<file path="src/rtl/motor_pkg.sv">
// Shared types and limits for the two-wheel speed ramp.
// Speeds are 11-bit two's complement, held to a symmetric range.
package motor_pkg;

    localparam int unsigned MTR_W  = 11;
    localparam int unsigned DIFF_W = 12;

    typedef logic signed [MTR_W-1:0] motor_cmd_t;

    typedef enum logic [1:0] {
        IDLE  = 2'd0,
        RAMP  = 2'd1,
        ESTOP = 2'd2
    } motor_state_t;

    localparam motor_cmd_t MTR_MAX = 11'sd1023;
    localparam motor_cmd_t MTR_MIN = -11'sd1023;

    // -1024 has no positive mirror; fold it onto the legal minimum.
    function automatic motor_cmd_t clamp_tgt(input motor_cmd_t t);
        return (t < MTR_MIN) ? MTR_MIN : t;
    endfunction

endpackage

</file>
<file path="src/rtl/ramp_chan.sv">
// One wheel: target/output registers and the bounded step toward the target.
module ramp_chan
    import motor_pkg::*;
#(
    parameter int unsigned STEP = 8
) (
    input  logic       i_clk,
    input  logic       i_rst,
    input  logic       i_clr,
    input  logic       i_ld,
    input  logic       i_step_en,
    input  motor_cmd_t i_tgt,
    output motor_cmd_t o_out,
    output logic       o_done_c,
    output logic       o_differs_c
);

    localparam logic signed [DIFF_W-1:0] STEP_S = DIFF_W'(STEP);

    motor_cmd_t               r_tgt;
    motor_cmd_t               r_out;
    motor_cmd_t               w_tgt_cl;
    motor_cmd_t               w_stepped;
    logic signed [DIFF_W-1:0] w_diff;

    assign w_tgt_cl = clamp_tgt(i_tgt);

    // Sign-extended difference cannot wrap, so the step never overshoots.
    assign w_diff = {r_tgt[MTR_W-1], r_tgt} - {r_out[MTR_W-1], r_out};

    always_comb begin
        w_stepped = r_tgt;
        if (w_diff > STEP_S) begin
            w_stepped = r_out + MTR_W'(STEP);
        end else if (w_diff < -STEP_S) begin
            w_stepped = r_out - MTR_W'(STEP);
        end
    end

    always_ff @(posedge i_clk) begin
        if (i_rst || i_clr) begin
            r_tgt <= '0;
            r_out <= '0;
        end else begin
            if (i_step_en) begin
                r_out <= w_stepped;
            end
            if (i_ld) begin
                r_tgt <= w_tgt_cl;
            end
        end
    end

    assign o_out       = r_out;
    assign o_done_c    = (r_out == r_tgt);
    assign o_differs_c = (w_tgt_cl != r_out);

endmodule

</file>
<file path="src/rtl/motor_ramp.sv">
// Dual-channel speed ramp: prescaled tick, IDLE/RAMP/ESTOP control,
// one ramp_chan per wheel.
module motor_ramp
    import motor_pkg::*;
#(
    parameter int unsigned STEP     = 8,
    parameter int unsigned PRESCALE = 1024
) (
    input  logic        clk,
    input  logic        rst,
    input  logic        cmd_vld,
    output logic        cmd_rdy,
    input  logic [10:0] lft_tgt,
    input  logic [10:0] rht_tgt,
    input  logic        estop,
    output logic [10:0] lft,
    output logic [10:0] rht,
    output logic        at_tgt
);

    localparam int unsigned CNT_W = (PRESCALE > 2) ? $clog2(PRESCALE) : 1;
    localparam logic [CNT_W-1:0] CNT_LAST = CNT_W'(PRESCALE - 1);

    motor_state_t     r_state;
    motor_state_t     w_state_nxt;
    logic [CNT_W-1:0] r_cnt;
    logic             r_at_tgt;
    logic             w_tick;
    logic             w_accept;
    logic             w_step_en;
    logic             w_done_l;
    logic             w_done_r;
    logic             w_diff_l;
    logic             w_diff_r;
    logic             w_new_move;
    motor_cmd_t       w_lft;
    motor_cmd_t       w_rht;

    assign cmd_rdy    = !estop && (r_state != ESTOP);
    assign w_accept   = cmd_vld && cmd_rdy;
    assign w_tick     = (r_cnt == CNT_LAST);
    assign w_step_en  = w_tick && (r_state == RAMP);
    assign w_new_move = w_accept && (w_diff_l || w_diff_r);

    // Free-running prescaler; command acceptance never disturbs its phase.
    always_ff @(posedge clk) begin
        if (rst) begin
            r_cnt <= '0;
        end else if (w_tick) begin
            r_cnt <= '0;
        end else begin
            r_cnt <= r_cnt + CNT_W'(1);
        end
    end

    always_ff @(posedge clk) begin
        if (rst) begin
            r_state  <= IDLE;
            r_at_tgt <= 1'b1;
        end else begin
            r_state  <= w_state_nxt;
            r_at_tgt <= (w_state_nxt != RAMP);
        end
    end

    always_comb begin
        w_state_nxt = r_state;
        if (estop) begin
            w_state_nxt = ESTOP;
        end else begin
            case (r_state)
                IDLE:    w_state_nxt = w_new_move ? RAMP : IDLE;
                RAMP:    w_state_nxt = (w_done_l && w_done_r && !w_new_move) ? IDLE : RAMP;
                ESTOP:   w_state_nxt = IDLE;
                default: w_state_nxt = IDLE;
            endcase
        end
    end

    ramp_chan #(.STEP(STEP)) u_lft (
        .i_clk       (clk),
        .i_rst       (rst),
        .i_clr       (estop),
        .i_ld        (w_accept),
        .i_step_en   (w_step_en),
        .i_tgt       (lft_tgt),
        .o_out       (w_lft),
        .o_done_c    (w_done_l),
        .o_differs_c (w_diff_l)
    );

    ramp_chan #(.STEP(STEP)) u_rht (
        .i_clk       (clk),
        .i_rst       (rst),
        .i_clr       (estop),
        .i_ld        (w_accept),
        .i_step_en   (w_step_en),
        .i_tgt       (rht_tgt),
        .o_out       (w_rht),
        .o_done_c    (w_done_r),
        .o_differs_c (w_diff_r)
    );

    assign lft    = w_lft;
    assign rht    = w_rht;
    assign at_tgt = r_at_tgt;

endmodule
</file>
<file path="config.mk">
export PLATFORM = sky130hd
export DESIGN_NAME = motor_ramp
export DESIGN_NICKNAME = d
export VERILOG_FILES = /design/src/rtl/motor_pkg.sv /design/src/rtl/ramp_chan.sv /design/src/rtl/motor_ramp.sv
export SDC_FILE = /design/constraint.sdc
export NUM_CORES = 1
export LEC_CHECK = 0
export BUFFER_PORTS_ARGS = -buffer_cell sky130_fd_sc_hd__buf_2
export CORE_ASPECT_RATIO = 0.75
export CORE_MARGIN = 2
export CORE_UTILIZATION = 47
export DETAILED_ROUTE_END_ITERATION = 8
export PLACE_DENSITY = 0.75
export SYNTH_ARGS = -nofsm -noshare
export SYNTH_HDL_FRONTEND = slang
export SYNTH_SLANG_ARGS = --single-unit
</file>
<file path="constraint.sdc">
create_clock -name clk -period 3.2 [get_ports clk]
set_input_delay 0.64 -clock clk [delete_from_list [all_inputs] [get_ports clk]]
set_output_delay 0.64 -clock clk [all_outputs]
set_load 0.03 [all_outputs]
</file>
==> out/summary.txt <==
Comb pwr share: 22.8%
Worst-Margin Slew: 0.916 ns
Tot GR Track Use: 29.8%
Synth area leader: dfxtp_1
clk_lat worst skew: 0.33 ns
Crit-path slowest cell: a221oi_1
initial antenna violation count: 0
outcome: complete, no violations
Clock Skew: 0.00475 ns
diode count: 0
register area: 0.00115 sq mm
Most used DFF post-synth: dfxtp_1
Worst Path Max Fanout: 4
Post-synth ARST share: 0%
relative slew slack: 38.9%
initial cell density of the core: 48.7%
wire length per cell: 18.8 um
Int Power: 1.56 mW
commonest cells in the netlist: nor2_1, dfxtp_1, a21oi_1
Max clock buf depth: 2
final RePlAce weighted congestion: 1.03
CTS tree: yes
CP required: 3.40 ns
cell family with most CP delay: compound AO/OA/AOI/OAI gates
Power, Total: 2.22 mW
PortBufs: 49
vias per cell: 6.35
row cnt: 31
minimum clock period: 3.18 ns
largest cells by area after synthesis: dfxtp_1, ha_1, nor2_1, a21oi_1, nand3_1
1st-pass router iterations: 7
wirelength, routed: 16.5 mm
worst slack at placement: -0.0253 ns
cell chain of the critical path: inv_1 > ha_1 > fa_2 > nor2b_4 > o31a_1 > o21ai_0 > a21oi_1 > xor2_1 > or3_4 > buf_4 > mux2i_4 > buf_4 > a221oi_1 > o21ai_1
top-count cell post-synth: nor2_1
Hold Crit Class: register to register
core region area: 0.00974 sq mm
clock slew at reported path FFs: 0.06 ns
vias in the first global route: 5186
Clock Tree Root: clkbuf_16
Post-synth EDFFs: 0
CP endpoint kind: register
Syn Area/Cell: 7.33 sq um
DRC viols: 0
critical path arrival: 3.39 ns
Initial DRC Count: 721
Core Util, Final: 61.7%
post-route worst setup slack: 0.0190 ns
Flop pwr share: 32.8%
pwr/cell area: 369 mW/mm^2
sequential element share of the synthesized area: 24.1%
Final Slew Violations: 0
TritonCTS Buffers: 9
Hold Vio Cnt, Final: 0
Layout fillers: 847
#FFs+latches synth: 57
startpoint type of the worst setup path: register
via count: 5584
die area: 0.0109 sq mm
clock share of power: 44.3%
# clock sinks: 57
Final setup violation count: 0
layout cells sized above 1: 24.2%
grt ovf: 0
Sw Pwr: 0.662 mW
MaxCap Viol Count: 0
Post-DP HPWL: 12.4 mm
Synth cell types: 68
DRT antenna net count: 0
Syn-to-layout area delta: 26.7%
Buf+Inv Stages, Crit Path: 3
# IOs: 50
die width: 120 um
# nets final: 799
cell count after synthesis: 647
Syn Nets: 704
critical path class: register to register
slowest stage delay, CP: 0.40 ns
Die Y: 91.0 um
first-pass GRT wire length: 26.1 mm
crit-path most repeated cell: buf_4
RSZ-0062 raised after global routing: true
period utilisation layout: 99.4%
area occupied by multi-input gates: 0.00349 sq mm
Synth top area share: 24.1%
f_max: 0.314 GHz
Ys Warns: 0
worst vdd ir: 0.330 mV
switching share of power: 29.8%
CTS Hold Buffers Added: 0
TNS Setup: 0 ns
largest net degree at the start of global routing: 44
Pleak: 2.46 nW
Cell Area, Synth: 0.00474 sq mm
# H-tree levels: 3
==> logic make-up after synthesis <==
group / synth area share [%]
buffers and inverters: 5.86
multiplexers: 1.40
AND/OR/NAND/NOR: 26.8
flip-flops: 24.1
adder cells (fa/ha/maj): 8.50
AO/OA/AOI/OAI: 27.2
XOR/XNOR: 6.10
==> registers in the layout, indices dropped and copies added, names as in the netlist <==
name         count
r_state          2
u_rht.o_out     11
u_lft.r_tgt     11
u_rht.r_tgt     11
at_tgt           1
r_cnt           10
u_lft.o_out     11
==> final timing paths <==
kind | from | to | slack (ns) | cells past startpoint
max reg2reg | u_rht.r_tgt[0] | u_rht.o_out[6] | 0.02 | 14
min reg2reg | r_cnt[0] | r_cnt[0] | 0.46 | 1
min | r_cnt[0] | r_cnt[0] | 0.46 | 1
max | u_rht.r_tgt[0] | u_rht.o_out[6] | 0.02 | 14
==> cell type report <==
cell class	count	area share, %
Inverter	40	2.50
Sequential cell	57	19.1
Clock buffer	10	3.98
Multi-Input combinational cell	518	58.1
Tap cell	132	2.75
Timing Repair Buffer	116	12.5
Clock inverter	6	1.10
==> cells in the final DEF (no fill, tap or decap), types with 9 or more instances in the layout <==
cell,instances
nor2_1,76
buf_4,65
dfxtp_1,52
buf_2,50
a21oi_1,46
nand2_1,45
nand3_1,39
inv_1,38
o21ai_0,25
ha_1,24
xnor2_1,21
nor3_1,18
a31oi_1,16
and3_1,12
xor2_1,12
a211oi_1,9
nand4_1,9
nor2b_1,9
clkbuf_16,9
==> layer usage <==
metal  vias up  share of wire (%)  track usage (%)
li1       2582                  -                -
met1      2633                 44             41.8
met2       334                 42             43.9
met3        35                 12             9.30
met4         0                2.2             8.43
met5         -                  0                0
==> metrics by stage <==
stage	area (sq um)	hold slack [ns]	cells
after floorplan	4750	0.426	647
after global placement	5490	0.445	857
after detailed placement	5490	0.454	857
after CTS	5800	0.467	873
after global routing	6000	0.504	879
final	6000	0.461	879
==> power by group through the flow <==
stage | sequential, mW | clock [mW] | combinational [mW]
final | 0.728 | 0.983 | 0.506
after global routing | 0.729 | 1.02 | 0.541
after CTS | 0.728 | 0.984 | 0.447
after detailed placement | 0.743 | 0 | 0.442
after global placement | 0.742 | 0 | 0.429
after floorplan | 0.741 | 0 | 0.261
==> repair_timing <==
action / 4_1_cts / 5_1_grt
endpoints found under the hold margin: 0 / 0
pin swaps: 1 / 12
resized for setup: 4 / 41
setup endpoints to repair: 5 / 21
buffers inserted: 0 / 5
gates cloned: 0 / 1
Note: power is estimated with default switching activity, not from simulation.
